### config.mk
export PLATFORM = sky130hd
export DESIGN_NAME = multi_edge_detector_flat
export DESIGN_NICKNAME = d
export VERILOG_FILES = /design/src/rtl/edge_pkg.sv /design/src/rtl/multi_edge_detector_if.sv /design/src/rtl/edge_channel.sv /design/src/rtl/multi_edge_detector.sv /design/src/flat_wrapper.sv
export SDC_FILE = /design/constraint.sdc
export NUM_CORES = 1
export LEC_CHECK = 0
export ABC_AREA = 1
export CORE_MARGIN = 10
export CORE_UTILIZATION = 35
export CTS_CLUSTER_SIZE = 12
export DETAILED_ROUTE_END_ITERATION = 6
export HOLD_SLACK_MARGIN = 0.12
export PLACE_DENSITY = 0.65
export SLEW_MARGIN = 20
export SYNTH_ARGS = -nofsm -noshare
export SYNTH_HDL_FRONTEND = slang
export SYNTH_SLANG_ARGS = --single-unit
### constraint.sdc
create_clock -name clk -period 5.35 [get_ports clk]
set_input_delay 1.07 -clock clk [delete_from_list [all_inputs] [get_ports clk]]
set_output_delay 1.07 -clock clk [all_outputs]
set_load 0.03 [all_outputs]
### src/rtl/edge_pkg.sv
// Shared types and constants for the multi-channel edge detector.
package edge_pkg;

  // Per-channel Moore edge-tracking states.
  typedef enum logic [1:0] {
    ZERO = 2'd0,
    RISE = 2'd1,
    ONE  = 2'd2,
    FALL = 2'd3
  } edge_state_t;

  // Per-channel mode encodings: bit 0 enables rising ticks, bit 1 falling.
  localparam logic [1:0] MODE_OFF  = 2'b00;
  localparam logic [1:0] MODE_RISE = 2'b01;
  localparam logic [1:0] MODE_FALL = 2'b10;
  localparam logic [1:0] MODE_BOTH = 2'b11;

endpackage

### src/rtl/multi_edge_detector_if.sv
// Bundle of per-channel level inputs, mode/clear controls and event outputs.
interface multi_edge_detector_if #(
  parameter int N_CH  = 4,
  parameter int CNT_W = 8
);

  logic [N_CH-1:0]       in;
  logic [2*N_CH-1:0]     mode;
  logic [N_CH-1:0]       clr;
  logic [N_CH-1:0]       tick;
  logic [N_CH-1:0]       flag;
  logic [N_CH*CNT_W-1:0] count;

  // Consumer side: drives levels and controls, observes events.
  modport master (
    output in, mode, clr,
    input  tick, flag, count
  );

  // Detector side.
  modport slave (
    input  in, mode, clr,
    output tick, flag, count
  );

endinterface

### src/rtl/edge_channel.sv
// One detector channel: synchroniser, edge FSM (Moore or Mealy), mode
// qualification, sticky flag and saturating edge counter.
module edge_channel
  import edge_pkg::*;
#(
  parameter int SYNC_STAGES = 2,
  parameter int MEALY       = 0,
  parameter int CNT_W       = 8
) (
  input  logic             clk,
  input  logic             reset,
  input  logic             in_bit,
  input  logic [1:0]       mode,
  input  logic             clr,
  output logic             tick,
  output logic             flag,
  output logic [CNT_W-1:0] count
);

  // Increment that sticks at the all-ones value instead of wrapping.
  function automatic logic [CNT_W-1:0] sat_inc(input logic [CNT_W-1:0] v);
    return (&v) ? v : v + 1'b1;
  endfunction

  logic s;
  logic re;
  logic fe;
  logic rise_en;
  logic fall_en;

  // ---- stage p0: synchronise the raw level ----
  if (SYNC_STAGES == 0) begin : g_nosync
    assign s = in_bit;
  end else begin : g_sync
    logic [SYNC_STAGES-1:0] sync_p0;

    // Shift chain; bit 0 samples the raw input, the last bit is the clean level.
    always_ff @(posedge clk or posedge reset) begin
      if (reset) begin
        sync_p0 <= '0;
      end else begin
        sync_p0[0] <= in_bit;
        for (int k = 1; k < SYNC_STAGES; k++) begin
          sync_p0[k] <= sync_p0[k-1];
        end
      end
    end

    assign s = sync_p0[SYNC_STAGES-1];
  end

  // ---- stage p1: raw edge detection ----
  if (MEALY == 0) begin : g_moore
    edge_state_t state;

    // Edge FSM; RISE and FALL each last one cycle and decode directly to re/fe.
    always_ff @(posedge clk or posedge reset) begin
      if (reset) begin
        state <= ZERO;
      end else begin
        unique case (state)
          ZERO:    state <= s ? RISE : ZERO;
          RISE:    state <= s ? ONE  : FALL;
          ONE:     state <= s ? ONE  : FALL;
          FALL:    state <= s ? RISE : ZERO;
          default: state <= ZERO;
        endcase
      end
    end

    assign re = (state == RISE);
    assign fe = (state == FALL);
  end else begin : g_mealy
    logic lvl;

    // Previous synchronised level; edges are the difference against it.
    always_ff @(posedge clk or posedge reset) begin
      if (reset) lvl <= 1'b0;
      else       lvl <= s;
    end

    assign re = s & ~lvl;
    assign fe = ~s & lvl;
  end

  // Mode gates only the output so the FSM keeps tracking the level while
  // the channel is off; enabling it later cannot fake an edge.
  assign rise_en = (mode == MODE_RISE) || (mode == MODE_BOTH);
  assign fall_en = (mode == MODE_FALL) || (mode == MODE_BOTH);

  // Reset gating matters for the unsynchronised Mealy case, where the raw
  // input would otherwise reach tick while reset is held.
  assign tick = ~reset & ((re & rise_en) | (fe & fall_en));

  // ---- stage p2: event accumulation ----
  // Sticky flag: a tick wins over a simultaneous clear.
  always_ff @(posedge clk or posedge reset) begin
    if (reset)     flag <= 1'b0;
    else if (tick) flag <= 1'b1;
    else if (clr)  flag <= 1'b0;
  end

  // Saturating counter: clear restarts at 0, or at 1 if an edge lands with it.
  always_ff @(posedge clk or posedge reset) begin
    if (reset)     count <= '0;
    else if (clr)  count <= tick ? CNT_W'(1) : '0;
    else if (tick) count <= sat_inc(count);
  end

endmodule

### src/rtl/multi_edge_detector.sv
// N_CH independent edge-detector channels behind a single interface port.
module multi_edge_detector #(
  parameter int N_CH        = 4,
  parameter int SYNC_STAGES = 2,
  parameter int MEALY       = 0,
  parameter int CNT_W       = 8
) (
  input logic                  clk,
  input logic                  reset,
  multi_edge_detector_if.slave bus
);

  logic [N_CH-1:0]       tick_v;
  logic [N_CH-1:0]       flag_v;
  logic [N_CH*CNT_W-1:0] count_v;

  for (genvar i = 0; i < N_CH; i++) begin : g_ch
    edge_channel #(
      .SYNC_STAGES(SYNC_STAGES),
      .MEALY      (MEALY),
      .CNT_W      (CNT_W)
    ) u_ch (
      .clk   (clk),
      .reset (reset),
      .in_bit(bus.in[i]),
      .mode  (bus.mode[2*i +: 2]),
      .clr   (bus.clr[i]),
      .tick  (tick_v[i]),
      .flag  (flag_v[i]),
      .count (count_v[CNT_W*i +: CNT_W])
    );
  end

  assign bus.tick  = tick_v;
  assign bus.flag  = flag_v;
  assign bus.count = count_v;

endmodule

### src/flat_wrapper.sv
// flat-port wrapper written by rule: the top's interface ports become plain ports
module multi_edge_detector_flat 
#(
  parameter int N_CH        = 4,
  parameter int SYNC_STAGES = 2,
  parameter int MEALY       = 0,
  parameter int CNT_W       = 8
)
  (clk, reset, bus_in, bus_mode, bus_clr, bus_tick, bus_flag, bus_count);
  multi_edge_detector_if #(.N_CH(N_CH), .CNT_W(CNT_W)) bus_i ();
  input logic clk;
  input logic reset;
  input wire logic [$bits(bus_i.in)-1:0] bus_in;
  input wire logic [$bits(bus_i.mode)-1:0] bus_mode;
  input wire logic [$bits(bus_i.clr)-1:0] bus_clr;
  output wire logic [$bits(bus_i.tick)-1:0] bus_tick;
  output wire logic [$bits(bus_i.flag)-1:0] bus_flag;
  output wire logic [$bits(bus_i.count)-1:0] bus_count;
  assign bus_i.in = bus_in;
  assign bus_i.mode = bus_mode;
  assign bus_i.clr = bus_clr;
  assign bus_tick = bus_i.tick;
  assign bus_flag = bus_i.flag;
  assign bus_count = bus_i.count;
  multi_edge_detector #(.N_CH(N_CH), .SYNC_STAGES(SYNC_STAGES), .MEALY(MEALY), .CNT_W(CNT_W)) u_core (.clk(clk), .reset(reset), .bus(bus_i));
endmodule
==> results_dict.tcl, run 1 <==
set metrics [dict create \
    globalRouteTotalUtil_pct 10.1 \
    global_route_wire_length_before_repair_um 9850 \
    ys_types 26 \
    final_total_pwr_mw 1.28 \
    remaining_drc_errors 0 \
    io_buffers 57 \
    clk-insertion-delay-late_ns 0.30 \
    instance_count_after_placement_with_tap_cells_included 491 \
    yosys_register_bits 52 \
    die_w_um 110 \
    fin_crit_sh_pct 72.1 \
    postCtsHoldBufs 0 \
    hold_path_class "reg2reg" \
    worstPathMaxFanout 18 \
    antennaDiodeCount 0 \
    core_area_um2 7770 \
    finish.instance_area_um2 3550 \
    mappedNetlistNets 370 \
    timing.critical_path.required_ns 4.28 \
    filler_cell_count 772 \
    die_area_um2 12000 \
    vias 2273 \
    cts.root.buffer_cell "sky130_fd_sc_hd__clkbuf_8" \
    tightestPinTransition_ns 0.388 \
    multi_input_combinational_cell_area_um2 1250 \
    cts_tree "yes" \
    critical-path-max-stage-delay_ns 0.69 \
    top_level_ports 58 \
    arrival_ns 2.78 \
    area_growth_pct 26.3 \
    achievable-frequency_mhz 259 \
    ys_top_cells_by_area "sky130_fd_sc_hd__dfrtp_1 46%, sky130_fd_sc_hd__nand2_1 14%, sky130_fd_sc_hd__ha_1 5.3%" \
    grt_pass1_vias 2110 \
    worstSetupEndpointType "output pin" \
    sequential_area_um2 1300 \
    category_of_the_worst_setup_path_launch_point "input port" \
    synth_area_um2 2810 \
    gr-total-overflow 0 \
    critical_path_buf_inv_count 4 \
    finalNonFillerCells 499 \
    timing_hold_violations_final 0 \
    cts_repair_resize_count 0 \
    number_of_rows_created_at_floorplan 32 \
    critPathKind "in2out" \
    vias_per_cell 4.56 \
    synth.top_cells.by_count "103 x sky130_fd_sc_hd__nand2_1, 52 x sky130_fd_sc_hd__dfrtp_1, 40 x sky130_fd_sc_hd__inv_1, 29 x sky130_fd_sc_hd__nor2_1, 24 x sky130_fd_sc_hd__nand3_1" \
    setup-violations-final 0 \
    final_clock_skew_ns 0.0109 \
    nets_finish 426 \
    place_hpwl_um 4700 \
    synth_top_area_share_pct 46.3 \
    antenna_violations_before_repair 0 \
    worst_setup_hold_path_clk_slew_ns 0.09 \
    cap_viol_max_count 0 \
    grt_max_degree 20 \
    wl_per_cell_um 12.2 \
    place.gp.congestion 0.842 \
    drtAntennaViolNets 0 \
    drt_pre_antenna_iters 4 \
    final_max_slew_viol_count 0 \
    post-route-min-period_ns 3.85 \
    ys_warn_count 0 \
    timing.setup.tns_ns 0 \
    max-clock-path-buffers 2 \
    cp_cell_sequence "clkdlybuf4s50_1 -> inv_2 -> nand2_1 -> inv_1 -> clkdlybuf4s50_1" \
    postSynthAreaPerCell_um2 8.26 \
    slowest_stage "sky130_fd_sc_hd__clkdlybuf4s50_1" \
    floorplan.die.height_um 110 \
    run_status "finished, final reports clean" \
    power.density_nw_per_um2 362 \
    cts_num_sinks 52 \
    headroom_to_the_max_slew_limit_pct 74.1 \
    total_leakage_power_nw 1.62 \
    synth.most_common_cell "sky130_fd_sc_hd__nand2_1" \
    post_route_cells_drive_above_1_share_pct 9.82 \
    syn_inst 340 \
    yosys_most_used_dff "sky130_fd_sc_hd__dfrtp_1" \
    sequential_area_share_after_synthesis_pct 46.3 \
    initial_core_util_pct 36.2 \
    cts_buffers 5 \
    crit_family "buffers and inverters" \
    placed_cell_area_um2 3420 \
    route.final.wire_length_um 6080 \
    cts-htree-levels 2 \
    critPathMostFrequentCell "sky130_fd_sc_hd__clkdlybuf4s50_1" \
    detail_route.iter0.violations 93 \
    peakVddDrop_mv 0.209 \
    cts_setup_buffers 0 \
    synth_async_sr_flop_share_pct 100 \
    rsz0062_at_grt "no" \
    synth-edff-count 0 \
    holdWs_ns 0.361 \
    leading_area_contributor_after_synthesis "sky130_fd_sc_hd__dfrtp_1" \
]
[cell families (layout without fill, tap and decap cells)]
kind of cell               after synthesis  after routing  share of synthesized area [%]
DFF                                     52             52                           46.3
adders and majority gates               12             12                           5.35
buffers and inverters                   52            109                           9.31
and+or+nand+nor                        177            177                           27.9
xor gates and xnor gates                 6              6                           1.87
AOI/OAI and AO/OA                       41             41                           9.26
[cells in the final DEF, fill, tap and decap left out]
master	instances
sky130_fd_sc_hd__nand3_2	3
sky130_fd_sc_hd__clkbuf_8	7
sky130_fd_sc_hd__nand3_1	24
sky130_fd_sc_hd__o21ai_2	10
sky130_fd_sc_hd__dfrtp_1	52
sky130_fd_sc_hd__nor3b_1	1
sky130_fd_sc_hd__nand3b_1	3
sky130_fd_sc_hd__or2_2	1
sky130_fd_sc_hd__xnor2_1	4
sky130_fd_sc_hd__a21oi_1	8
sky130_fd_sc_hd__o21ai_1	1
sky130_fd_sc_hd__nand4_1	1
sky130_fd_sc_hd__inv_2	2
sky130_fd_sc_hd__o21bai_1	5
sky130_fd_sc_hd__nor2_2	1
sky130_fd_sc_hd__bufinv_16	1
sky130_fd_sc_hd__nor2_1	29
sky130_fd_sc_hd__nand2_1	103
sky130_fd_sc_hd__buf_4	3
sky130_fd_sc_hd__o211ai_1	2
sky130_fd_sc_hd__inv_1	39
sky130_fd_sc_hd__xor2_1	2
sky130_fd_sc_hd__nand2_4	2
sky130_fd_sc_hd__clkdlybuf4s50_1	57
sky130_fd_sc_hd__nor2_4	2
sky130_fd_sc_hd__nand2_2	7
sky130_fd_sc_hd__o21ai_0	15
sky130_fd_sc_hd__ha_1	12
[layer usage]
layer	track usage, %	share of wire [%]	up-vias
li1	-	-	1174
met1	11.8	44	1046
met2	17.1	47	49
met3	4.15	8.3	4
met4	2.51	0.67	0
met5	0	0	-
[state kept, by name (all words and copies together) (netlist names)]
register and flops:
u_core.g_ch.u_ch.count 32, u_core.g_ch.u_ch.g_moore.state 8, u_core.g_ch.u_ch.flag 4, u_core.g_ch.u_ch.g_sync.sync_p0 8
[power breakdown]
part | switching [mW] | total [mW] | internal [mW]
clock | 0.128 | 0.293 | 0.165
sequential | 0.0660 | 0.536 | 0.470
combinational | 0.263 | 0.454 | 0.191
total | 0.457 | 1.28 | 0.826
[cell type report]
cell class / instances / area share [%]
Inverter: 41 / 4.34
Clock inverter: 1 / 0.846
Sequential cell: 52 / 36.7
Multi-Input combinational cell: 236 / 35.1
Tap cell: 102 / 3.60
Timing Repair Buffer: 60 / 16.7
Clock buffer: 7 / 2.72
[worst paths after layout]
kind | from | endpoint | slack [ns] | cells past startpoint
worst max-delay path | reset | bus_tick[3] | 1.50 | 5
worst max register to register | u_core.g_ch[3].u_ch.count[1] | u_core.g_ch[3].u_ch.count[5] | 3.81 | 6
worst min register to register | u_core.g_ch[1].u_ch.g_sync.sync_p0[0] | u_core.g_ch[1].u_ch.g_sync.sync_p0[1] | 0.36 | 0
worst min-delay path | u_core.g_ch[1].u_ch.g_sync.sync_p0[0] | u_core.g_ch[1].u_ch.g_sync.sync_p0[1] | 0.36 | 0
min in group asynchronous | reset | u_core.g_ch[1].u_ch.count[0] | 1.07 | 2
max in group asynchronous | reset | u_core.g_ch[2].u_ch.count[3] | 3.67 | 3
[metrics by stage]
step / utilization [%] / worst slack (ns)
global route: 45.7 / 1.33
finish: 45.7 / 1.50
global placement: 44.1 / 1.47
floorplan: - / 1.49
detailed placement: 44.1 / 1.46
CTS: 45.7 / 1.45
Note: power is estimated with default switching activity, not from simulation.
==> run 2, diff against run 1 <==
PLACE_DENSITY = 0.67   (was 0.65)
clock period = 3.5 ns   (was 5.35 ns; I/O delays follow)
==> run 2 against run 1 <==
Register-to-register slack worse by 1.9 ns. Core utilization is 0.24 points lower. Global-route usage is 0.17 points higher. Clock power is 39% higher. Sequential power is 52% higher. Non-clock buffer count stayed put. Final area is 0.53% lower. Combinational power is 54% higher. Critical path depth stayed put. Worst setup slack worse by 1.1 ns. First-iteration DRC count is 34% lower.
==> results_dict.tcl, run 2 (synthesis gave the netlist of run 1 again) <==
set metrics [dict create \
    run_status "finished, final reports clean" \
    category_of_the_worst_setup_path_launch_point "input port" \
    wl_per_cell_um 12.0 \
    vias_per_cell 4.53 \
    route.final.wire_length_um 5990 \
    slowest_stage "sky130_fd_sc_hd__clkdlybuf4s50_1" \
    global_route_wire_length_before_repair_um 10100 \
    place_hpwl_um 4670 \
    timing.setup.tns_ns 0 \
    final_common_cell "sky130_fd_sc_hd__nand2_1" \
    cts_buffers 5 \
    timing_hold_violations_final 0 \
    tightestPinTransition_ns 0.351 \
    drtAntennaViolNets 0 \
    worstSetupEndpointType "output pin" \
    power_frac_comb_pct 36.5 \
    detail_route.iter0.violations 61 \
    area_growth_pct 25.7 \
    headroom_to_the_max_slew_limit_pct 76.5 \
    critical_path_buf_inv_count 4 \
    critPathKind "in2out" \
    cts-htree-levels 2 \
    largest_register "u_core.g_ch.u_ch.count" \
    gr-total-overflow 0 \
    post-route-min-period_ns 3.09 \
    remaining_drc_errors 0 \
    finish.instance_area_um2 3530 \
    grt_pass1_vias 2190 \
    total_leakage_power_nw 1.61 \
    hold_path_class "reg2reg" \
    io_buffers 57 \
    top_regs "u_core.g_ch.u_ch.count: 32 flops, u_core.g_ch.u_ch.g_moore.state: 8 flops, u_core.g_ch.u_ch.g_sync.sync_p0: 8 flops" \
    cp_cell_sequence "clkdlybuf4s50_1 -> inv_2 -> nand2_1 -> inv_1 -> clkdlybuf4s50_1" \
    drt_pre_antenna_iters 5 \
    number_of_rows_created_at_floorplan 32 \
    die_w_um 110 \
    final_max_slew_viol_count 0 \
    rsz0062_at_grt "no" \
    critical-path-max-stage-delay_ns 0.69 \
    die_area_um2 12000 \
    antennaDiodeCount 0 \
    filler_cell_count 780 \
    floorplan.die.height_um 110 \
    vias 2259 \
    worst_setup_hold_path_clk_slew_ns 0.09 \
    commonest_cells_after_routing_fill_and_taps_aside "103 x sky130_fd_sc_hd__nand2_1, 57 x sky130_fd_sc_hd__clkdlybuf4s50_1, 52 x sky130_fd_sc_hd__dfrtp_1, 39 x sky130_fd_sc_hd__inv_1, 29 x sky130_fd_sc_hd__nor2_1" \
    setup-violations-final 0 \
    critPathMostFrequentCell "sky130_fd_sc_hd__clkdlybuf4s50_1" \
    fin_crit_sh_pct 88.2 \
    holdWs_ns 0.362 \
    total_internal_power_mw 1.23 \
    top_level_ports 58 \
    largest_register_ffs 32 \
    grt_max_degree 17 \
    worstHoldPathCells 0 \
    worst-r2r-cell-count 6 \
    post_route_cells_drive_above_1_share_pct 9.57 \
    crit_path_depth 5 \
    sequentialPowerShare_pct 42.4 \
    clockPowerShare_pct 21.1 \
    timing.critical_path.required_ns 2.80 \
    power.density_nw_per_um2 545 \
    cts.root.buffer_cell "sky130_fd_sc_hd__clkbuf_8" \
    cts_repair_resize_count 0 \
    final_clock_skew_ns 0.00714 \
    nets_finish 426 \
    cts_num_sinks 52 \
    cap_viol_max_count 0 \
    arrival_ns 2.39 \
    cts_setup_buffers 0 \
    max-clock-path-buffers 2 \
    place.gp.congestion 0.796 \
    initial_core_util_pct 36.2 \
    peakVddDrop_mv 0.282 \
    globalRouteTotalUtil_pct 10.3 \
    antenna_violations_before_repair 0 \
    crit_family "buffers and inverters" \
    postCtsHoldBufs 0 \
    cts_tree "yes" \
    worstPathMaxFanout 16 \
    achievable-frequency_mhz 324 \
    clk-insertion-delay-late_ns 0.30 \
    net-switching-power_mw 0.698 \
    placed_cell_area_um2 3420 \
    power.share.switching_pct 36.3 \
    core_area_um2 7770 \
]
## run 2: cell types whose count changed in the layout (fill, tap and decap cells not counted)
| cell | before | now |
|---|---|---|
| sky130_fd_sc_hd__clkbuf_8 | 7 | 5 |
| sky130_fd_sc_hd__clkbuf_1 | 0 | 1 |
| sky130_fd_sc_hd__clkinv_2 | 0 | 1 |
## run 2: per-layer routing
metal	vias up	share of wire [%]	GRT usage, %
li1	1169	-	-
met1	1037	44	12.3
met2	49	47	17.1
met3	4	8.1	3.69
met4	0	0.67	3.07
met5	-	0	0
## run 2: area by class of cell
class                           count  area [um2]  share of cell area, %
Sequential cell                    52        1300                   36.9
Multi-Input combinational cell    236        1250                   35.3
Timing Repair Buffer               60         593                   16.8
Inverter                           41         154                   4.36
Tap cell                          102         128                   3.62
Clock buffer                        6        72.6                   2.06
Clock inverter                      2        35.0                  0.993
## run 2: metrics by stage
stage / power (mW) / cells / utilization, % / setup WS [ns]
after CTS: 1.97 / 499 / 45.4 / 0.381
after detailed placement: 1.54 / 491 / 44.1 / 0.389
after global routing: 2.08 / 499 / 45.4 / 0.310
after floorplan: 1.33 / 340 / - / 0.384
after global placement: 1.52 / 491 / 44.1 / 0.409
final: 1.92 / 499 / 45.4 / 0.414
## run 2: path summary, 6_finish.rpt
kind / end / start / slack [ns]
setup / recovery: bus_tick[3] / reset / 0.41
hold / removal: u_core.g_ch[1].u_ch.g_sync.sync_p0[1] / u_core.g_ch[1].u_ch.g_sync.sync_p0[0] / 0.36
setup reg to reg: u_core.g_ch[3].u_ch.count[5] / u_core.g_ch[3].u_ch.count[0] / 1.95
hold reg to reg: u_core.g_ch[1].u_ch.g_sync.sync_p0[1] / u_core.g_ch[1].u_ch.g_sync.sync_p0[0] / 0.36
max in group asynchronous: u_core.g_ch[0].u_ch.count[4] / reset / 2.29
min in group asynchronous: u_core.g_ch[1].u_ch.count[5] / reset / 0.67
## run 2: power groups by stage
stage / Sequential (mW) / Combinational, mW / Clock (mW)
floorplan: 0.895 / 0.438 / 0
global placement: 0.826 / 0.698 / 0
detailed placement: 0.832 / 0.711 / 0
CTS: 0.819 / 0.716 / 0.431
global route: 0.838 / 0.791 / 0.452
finish: 0.816 / 0.701 / 0.406
==> run 3, diff against run 2 <==
GPL_ROUTABILITY_DRIVEN = 0   (was default)
==> results of run 3 <==
No change in the layout: final DEF, timing and power equal those of run 2.
